$ cat src/rtl/alarm_scan_mux.sv
// N-channel alarm selector/scanner: sticky per-channel pending flags, presented
// on alarm either by manual select or by a round-robin scan that halts on alarms.
module alarm_scan_mux #(
  parameter int N     = 8,
  parameter int SEL_W = 3,
  parameter int DWELL = 4
) (
  input  logic             clk,
  input  logic             reset,
  input  logic [N-1:0]     i,
  input  logic [SEL_W-1:0] sel,
  input  logic             scan,
  input  logic             ack,
  output logic             alarm,
  output logic [SEL_W-1:0] ch,
  output logic [N-1:0]     pending,
  output logic             any
);

  localparam int DCNT_W = $clog2(DWELL + 1);
  localparam logic [DCNT_W-1:0] DCNT_LAST = DCNT_W'(DWELL - 1);

  typedef enum logic [1:0] {
    MANUAL,
    RUN,
    HOLD
  } state_t;

  state_t            state, state_d;
  logic [N-1:0]      i_q;
  logic [N-1:0]      pending_d;
  logic [SEL_W-1:0]  ch_d;
  logic [DCNT_W-1:0] dcnt, dcnt_d;

  // Single capture stage for the raw alarm levels; no further synchronisation.
  always_ff @(posedge clk or posedge reset) begin
    if (reset) begin
      i_q     <= '0;
      pending <= '0;
    end else begin
      // NOTE: sequential state uses non-blocking assignments so every register
      // samples the pre-edge values of the others.
      i_q     <= i;
      pending <= pending_d;
    end
  end

  // Clear is applied first and the set OR-ed in afterwards, so an acknowledge
  // of a still-active input leaves the channel pending.
  always_comb begin
    // NOTE: every combinational output gets a default first so no path leaves
    // it unassigned and a latch is never inferred.
    pending_d = pending;
    if (ack) pending_d[ch] = 1'b0;
    pending_d = pending_d | i_q;
  end

  always_ff @(posedge clk or posedge reset) begin
    if (reset) begin
      state <= MANUAL;
      ch    <= '0;
      dcnt  <= '0;
    end else begin
      state <= state_d;
      ch    <= ch_d;
      dcnt  <= dcnt_d;
    end
  end

  always_comb begin
    state_d = state;
    if (!scan) begin
      state_d = MANUAL;
    end else begin
      case (state)
        MANUAL:  state_d = RUN;
        RUN:     if (pending[ch]) state_d = HOLD;
        HOLD:    if (!pending[ch]) state_d = RUN;
        default: state_d = MANUAL;
      endcase
    end
  end

  // A pending channel wins over dwell expiry, so the scan never skips it.
  always_comb begin
    ch_d   = ch;
    dcnt_d = '0;
    if (!scan) begin
      ch_d = sel;
    end else begin
      case (state)
        RUN: begin
          if (!pending[ch]) begin
            if (dcnt == DCNT_LAST) ch_d = ch + SEL_W'(1);
            else                   dcnt_d = dcnt + DCNT_W'(1);
          end
        end
        HOLD:    if (!pending[ch]) ch_d = ch + SEL_W'(1);
        default: ;
      endcase
    end
  end

  assign alarm = pending[ch];
  assign any   = |pending;

endmodule

$ cat config.mk
export PLATFORM = sky130hd
export DESIGN_NAME = alarm_scan_mux
export DESIGN_NICKNAME = d
export VERILOG_FILES = /design/src/rtl/alarm_scan_mux.sv
export SDC_FILE = /design/constraint.sdc
export NUM_CORES = 1
export LEC_CHECK = 0
export CORE_MARGIN = 2
export CORE_UTILIZATION = 48
export CTS_BUF_LIST = sky130_fd_sc_hd__clkbuf_4 sky130_fd_sc_hd__clkbuf_8 sky130_fd_sc_hd__clkbuf_16
export CTS_CLUSTER_DIAMETER = 150
export DETAILED_ROUTE_END_ITERATION = 6
export GPL_TIMING_DRIVEN = 0
export PLACE_DENSITY = 0.81
export SLEW_MARGIN = 0
export SYNTH_ARGS = -nofsm -noshare
export SYNTH_HDL_FRONTEND = slang
export SYNTH_SLANG_ARGS = --single-unit
$ cat constraint.sdc
create_clock -name clk -period 1.7 [get_ports clk]
set_input_delay 0.51 -clock clk [delete_from_list [all_inputs] [get_ports clk]]
set_output_delay 0.51 -clock clk [all_outputs]
set_load 0.005 [all_outputs]
### Yosys cells after proc, flatten, opt, wreduce, memory -nomap -nowiden

Index checks and enable logic that the tools add are counted.

| operators by class | value |
|---|---|
| order comparisons | 2 |
| equality and inequality tests | 8 |
| muxes and demuxes | 18 |
| bitwise operators | 3 |
| reductions and logical operators | 5 |
| $add $sub $neg | 2 |

Operators by type and width:

| kind | number |
|---|---|
| 3-bit 2-to-1 mux | 8 |
| 3-bit inequality test (second input constant) | 4 |
| 8-bit bitwise AND | 1 |
| 8-bit 2-to-1 mux | 1 |
| 8-bit NOT | 1 |
| 8-bit bitwise OR | 1 |
| 8-bit OR reduction | 1 |
| 3-bit by 1-bit adder with 3-bit output (second input constant) | 2 |
| 2-bit 2-to-1 mux | 3 |
| 2-bit case mux with 3 select lines | 1 |
| 3-bit case mux with 2 select lines | 1 |
| 3-bit by 4-bit < comparator with 1-bit output (second input constant) | 1 |
| 4-bit AND reduction | 1 |
| 1-bit binary-select mux with 3-bit select | 1 |
| 1-bit demux with 3-bit select | 1 |
| 3-bit by 2-bit == test with 1-bit output (second input constant) | 1 |
| 3-bit by 1-bit greater-or-equal comparator with 1-bit output (second input constant) | 1 |
| 3-bit by 1-bit inequality test with 1-bit output (second input constant) | 1 |
| 2-bit by 1-bit == test with 1-bit output (second input constant) | 1 |
| 2-bit == test (second input constant) | 1 |
| 2-bit logical NOT | 1 |
| 1-bit 2-to-1 mux | 2 |
| 2-bit AND reduction | 1 |
| 1-bit logical AND | 1 |

| word-level totals | value |
|---|---|
| register bits after elaboration | 24 |
| word-level logic and storage cells | 43 |
| output and inout port bits | 13 |

### Logic depth before layout (Yosys ltp)

| logic depth | value |
|---|---|
| word-level depth | 8 |
| depth in mapped cells | 6 |
| mapped depth without buffers | 5 |

### Worst setup path before layout

No wires, ideal clock.

| path | value |
|---|---|
| kind | register to output |
| start | register ch[0] |
| end | output alarm |
| arrival | 1130 ps |
| slack | 60 ps |
| data required time | 1190 ps |
| cell stages (with the launch flop) | 5 |
| path buffers | 1 |
| path through | dfrtp_1 > buf_6 > mux2_4 > o22ai_2 > nor2_1 |

| between the ends | value |
|---|---|
| cells in the longest elaborated chain, start to end | 2 |

RTL lines:

| item | line | source |
|---|---|---|
| start, declared | 15 | `output logic [SEL_W-1:0] ch,` |
| start signal, assigned | 65 | `ch <= ch_d;` |
| 1-bit binary-select mux with 3-bit select | 104 | `assign alarm = pending[ch];` |
| 1-bit 2-to-1 mux (not written as such) | 104 |  |
| end, declared | 14 | `output logic alarm,` |

No other way between the ends. The select of a mux whose other input is x is not followed.

### Worst setup path after layout

Ends and elaborated chain as after synthesis.

==> impl_metrics.json <==
{
  "clockRootBuffer": "clkbuf_4",
  "worstPathArrival_ps": 1560,
  "violations": "negative setup slack",
  "fmax_ghz": 0.483,
  "die_x_microns": 52.6,
  "cts_buffer_depth": 2,
  "synth_top_area_share_pct": 52.9,
  "synth_simple_gate_area_share_pct": 16.5,
  "synthTopCellsByArea": "dfrtp_1 53%, a21o_1 6.0%, mux2_4 5.3%, nand3_1 3.1%, nand2_1 2.3%",
  "drt-initial-drc-count": 22,
  "cpPeakStageDelay_ps": 410,
  "io_pins": 28,
  "powerDensity_nw_per_um2": 1250,
  "synth.distinct_cells": 35,
  "ff2ff_setup_slack_ps": -140,
  "portBuffers": 27,
  "multiInputGateArea_sq_um": 547,
  "critical_path_class": "reg -> out",
  "drive_gt1_share_pct": 30.6,
  "cts_tree": "built",
  "dr.pass1.iters": 4,
  "status": "complete, but fails checks",
  "seq_area_frac_synth_pct": 52.9,
  "synth-seq-cells": 24,
  "synth_area_sq_um": 1130,
  "postSynth.asyncResetShare_pct": 100,
  "seqCellArea_sq_um": 601,
  "skew_ps": 0.522,
  "wl_per_cell_microns": 15.0,
  "globalRouteOverflowTotal": 0,
  "worstMarginPinSlew_ps": 882,
  "synth_warnings": 0,
  "antenna_found_initial": 0,
  "finalCritPeriodShare_pct": 122,
  "synth_xor_area_share_pct": 0,
  "cts_inserted_buffers": 3,
  "synthMuxAreaShare_pct": 7.28,
  "hp-class": "reg -> reg",
  "wl_mm": 2.63,
  "crit_path_start_kind": "flip-flop",
  "stdcell_count": 175,
  "grt_pass1_vias": 1000,
  "place_congestion": 0.857,
  "place_inst": 152,
  "synth-compound-area-share_pct": 17.4,
  "grt_pass1_wl_mm": 4.26,
  "min_period_ps": 2070,
  "synthFlopType": "dfrtp_1",
  "yosys.area.top_type": "dfrtp_1",
  "fp.coreArea_sq_um": 2230,
  "maxCapViolCount": 0,
  "synth.avg_cell_area_sq_um": 11.7,
  "avgViaCountPerCell": 5.55,
  "clkTransAtPathRegs_ps": 120,
  "ant_nets": 0,
  "core.rowCount": 17,
  "clock_sinks": 24,
  "final_util_pct": 74.0,
  "grt_usage_pct": 21.1,
  "syn_inst": 97,
  "place.detailed.hpwl_mm": 1.69,
  "vias": 972,
  "power_leakage_nw": 0.676,
  "die_area_sq_um": 2770,
  "synth.most_common_cell": "dfrtp_1",
  "initial_core_util_pct": 50.8,
  "grt_max_degree": 25,
  "cp_slowest_cell": "dfrtp_1",
  "hold_viol": 0,
  "finalMaxSlewViolations": 0,
  "finalSetupViolCount": 5,
  "fin_ws_ps": -368,
  "synthToLayoutAreaGrowth_pct": 45.6,
  "rsz0062_at_grt": "yes",
  "required_ps": 1190,
  "max_slew_margin_pct": 41.1,
  "path_max_fanout": 7,
  "htree_num_levels": 1,
  "holdWs_ps": 440,
  "fill_cells": 161,
  "worstSkewPairLatency_ps": 310,
  "cp-end-kind": "output pin",
  "antenna_cells": 0,
  "drc": 0,
  "syn_nets": 114,
  "synth_top_family_by_area": "compound AO/OA/AOI/OAI gates",
  "max-vdd-ir-drop_uv": 918,
  "fp.dieH_microns": 52.6,
  "synth_fa_ha_area_share_pct": 2.21,
  "cp_cell_sequence": "buf_6 > mux2_4 > o22ai_4 > nor2_4 > buf_2",
  "synth_edf_count": 0,
  "nets": 166,
  "synthTopCellsByCount": "24 x dfrtp_1, 9 x a21o_1, 7 x nand2_1, 7 x nand3_1"
}
==> layout make-up <==
cell class	instances	share of cell area (%)
Inverter	5	1.14
Tap cell	28	2.12
Buffer	3	1.59
Sequential cell	24	36.3
Multi-Input combinational cell	65	33.1
Timing Repair Buffer	47	24.4
Clock buffer	3	1.36
==> power breakdown <==
group | leakage (nW) | switching, mW | total [mW] | internal (mW)
clock | 0.0138 | 0.158 | 0.241 | 0.0829
combinational | 0.393 | 0.501 | 1.07 | 0.567
sequential | 0.269 | 0.0853 | 0.755 | 0.669
total | 0.676 | 0.745 | 2.06 | 1.32
==> critical path, delay by kind of cell (launching register included) <==
family	cells	cell delay, ps
compound gates	1	190
buf+inv	2	270
flops	1	410
mux	1	320
simple gates	1	60
==> cell families after synthesis <==
group	count (synthesis)
AOI/OAI and AO/OA	23
adders and majority gates	2
buffers and inverters	8
DFF	24
muxes	6
and+or+nand+nor	34
==> metal layers <==
layer | wire (microns) | GRT usage [%] | vias to the layer above
met5 | 0 | 0 | -
met4 | 38 | 8.55 | 0
met3 | 105 | 4.29 | 4
met2 | 1380 | 37.3 | 26
met1 | 1110 | 24.7 | 485
li1 | - | - | 457
==> worst paths after layout <==
check	to	cells past startpoint	start
min reg2reg	pending[5]$_DFF_PP0_	1	i_q[5]$_DFF_PP0_
max reg2reg	state[0]$_DFFE_PP0P_	7	ch[0]$_DFFE_PP0P_
max in group asynchronous	pending[7]$_DFF_PP0_	2	reset
max	alarm	5	ch[0]$_DFFE_PP0P_
min in group asynchronous	dcnt[2]$_DFF_PP0_	2	reset
min	pending[5]$_DFF_PP0_	1	i_q[5]$_DFF_PP0_
==> flip-flops by register name (all words and copies together), names as in the netlist <==
| signal | count |
|---|---|
| i_q | 8 |
| pending | 8 |
| ch | 3 |
| dcnt | 3 |
| state | 2 |
==> placed cells by master (no fill, tap or decap), types with 3 or more instances in the layout <==
| cell | synthesis | layout |
|---|---|---|
| clkdlybuf4s50_1 | 0 | 13 |
| nand3_1 | 7 | 6 |
| buf_4 | 1 | 19 |
| inv_1 | 4 | 4 |
| nand2_1 | 7 | 7 |
| nand2b_1 | 4 | 4 |
| buf_6 | 1 | 3 |
| clkbuf_4 | 0 | 4 |
| a21o_1 | 9 | 9 |
| dfrtp_1 | 24 | 24 |
| dlygate4sd2_1 | 0 | 12 |
| mux2_4 | 4 | 4 |
==> through the flow <==
step | setup WS [ps] | power, mW | TNS, ps | area, sq um
6_report | -368 | 2.06 | -693 | 1650
5_1_grt | -416 | 2.20 | -964 | 1650
4_1_cts | -359 | 1.98 | -583 | 1590
3_5_place_dp | -712 | 1.60 | -2550 | 1440
3_3_place_gp | -641 | 1.57 | -2250 | 1440
2_1_floorplan | 60.3 | 1.29 | 0 | 1130
==> timing repair <==
item	4_1_cts	5_1_grt
hold buffers	0	0
pin swaps	5	4
resized for setup	25	7
endpoints found under the setup margin	14	7
endpoints found under the hold margin	0	0
setup buffers	15	5
cloned	0	0
Note: power is estimated with default switching activity, not from simulation.
==> variant, RTL diff (same settings) <==
Register the output `alarm`, without a reset; this adds one clock of latency there. The other outputs are not delayed to match.
--- a/src/rtl/alarm_scan_mux.sv
+++ b/src/rtl/alarm_scan_mux.sv
@@ -102,5 +102,7 @@
   end
 
-  assign alarm = pending[ch];
+  always_ff @(posedge clk) begin
+    alarm <= pending[ch];
+  end
   assign any   = |pending;
 
Function: changed (Yosys sat finds a counterexample within 4 cycles, from zero or initial values and one cycle with reset high).
==> variant against the unedited design <==
The run still ends with setup timing left; area after synthesis rose by 0.88%; die area rose by 0.80%; worst setup slack improved by 200 ps; routed wire length fell by 12%; final area fell by 5.9%; sequential cell count rose by 1; power fell by 8.8%; sequential share of layout area rose by 3.6 points; critical path type unchanged.
==> variant: results (changes against the unedited design) <==
The half-perimeter wire length after placement was 1650 µm (-2.0%); the worst slack after detailed placement was -414 ps (+297 ps). The highest routing layer actually used is met4. The final routed wire length divided by cell count is 13.9 µm (-7.4%), and the sequential area share after synthesis is 54.2% (+1.3 points). The run gives 176 (+9.3%) as the layout filler cell count. The logs give -165 ps (+204 ps) for the final worst slack and 0.843 (-1.6%) for the routability congestion estimate. The met1 layer wirelength in the final routing was 1060 µm (-4.7%); the final antenna diode count was 0 (unchanged). The run gives 1450 µm² (+0.70%) as the instance area after placement. The run gives 1 (-4) as the final setup violation count.

For the final sum of negative setup slack, the log shows -165 ps (+528 ps). The run gives 0.632 nW (-6.6%) as the standby leakage power. For the number of global-route vias before repair, the log shows 829 (-17%). The wire length on met3 is 106 µm (+0.95%). The run gives 2 (unchanged) as the largest buffer count on any clock path. The post-detailed-route via-to-cell ratio was 5.41 (-2.6%); the relative area change from synthesis to final layout was 35.8%.

The clock transition at the registers of the reported paths is 140 ps (+20 ps), and the peak supply drop is 0.870 mV (-5.2%). For the endpoint arrival time on the critical path, the log shows 1350 ps (-210 ps). The tools report the net count after synthesis as 117 (+2.6%). The final clock skew came out at 7.85 ps (+7.33 ps). The async set or reset register ratio after synthesis is 96.0% (-4.0 points), and the wire length of the first global-routing pass is 3750 µm (-12%). Yosys attributes the largest share of cell area to dfrtp_1 (52%), a21o_1 (5.9%), nand3_1 (3.1%), mux2_2 (3.0%), nand2b_1 (2.7%). The worst-margin pin slew is 855 ps (-27.0 ps). The peak fanout along the critical path came out at 3 (-4).

The all-layer global routing usage came out at 18.7% (-2.4 points). The run finished, with violations left. The checks that failed: setup timing.

The share of layout cells above drive strength 1 came out at 20.9% (-9.7 points). The run gives 20 (-9.1%) as the iteration-0 DRC count of the detailed router.
-- variant: changes by cell type in the layout (fill, tap and decap cells not counted), sizes merged --
cell	change
nor3	+1
nand2b	+1
dlygate4sd2	-2
and2b	-1
a2111oi	-1
nor4b	+1
dfxtp	+1
buf	-13
dlymetal6s2s	+3
nand2	+1
nor3b	-1
inv	+1
nor2b	+1
-- variant: per-layer routing --
| metal | vias to the layer above | GRT usage, % |
|---|---|---|
| met5 | - | 0 |
| met4 | 0 | 6.84 |
| met3 | 2 | 5.14 |
| met2 | 19 | 31.0 |
| met1 | 436 | 23.2 |
| li1 | 446 | - |
-- variant: cell type report --
type                    count  share of cell area [%]
flip-flops and latches     25                    39.9
multi-input cells          67                    32.2
repair buffers             35                    21.1
well taps                  28                    2.25
clock buffers               3                    1.45
plain buffers               3                    1.37
inverters                   5                    1.21
clock inverters             1                   0.563
-- variant: timing repair --
action / 4_1_cts / 5_1_grt
pin swaps: 3 / 1
resized for setup: 13 / 10
buffers inserted: 5 / 3
endpoints found under the setup margin: 13 / 11
hold buffers: 0 / 0
-- variant: path summary, 6_finish.rpt --
kind | start | endpoint | slack [ps] | depth (start not counted)
setup / recovery | pending[7] | any | -160 | 3
hold / removal | i_q[3] | pending[3] | 440 | 1
setup reg to reg | ch[0] | ch[1] | 30 | 5
hold reg to reg | i_q[3] | pending[3] | 440 | 1
max in group asynchronous | reset | pending[2] | 530 | 2
min in group asynchronous | reset | i_q[5] | 640 | 2
-- variant: worst max-delay path, cell delays in order, from the launching register on --
cell and delay (ps):
dfrtp_1 430, nor4_1 360, nand2_1 120, clkbuf_2 120
-- variant: where the power goes --
group / internal (W) / switching, W
Sequential: 0.000699 / 0.0000781
Combinational: 0.000430 / 0.000404
Clock: 0.0000957 / 0.000174
-- variant: kinds of logic after synthesis --
group           synth area share [%]
compound gates                  15.8
fa+ha+maj                       2.19
buf+inv                         3.39
flops                           54.2
mux                             6.23
simple gates                    18.1
-- variant: per-stage QoR --
stage	cells	total power [W]
global route	167	0.00202
CTS	164	0.00187
finish	167	0.00188
detailed placement	155	0.00157
global placement	155	0.00156
floorplan	100	0.00128
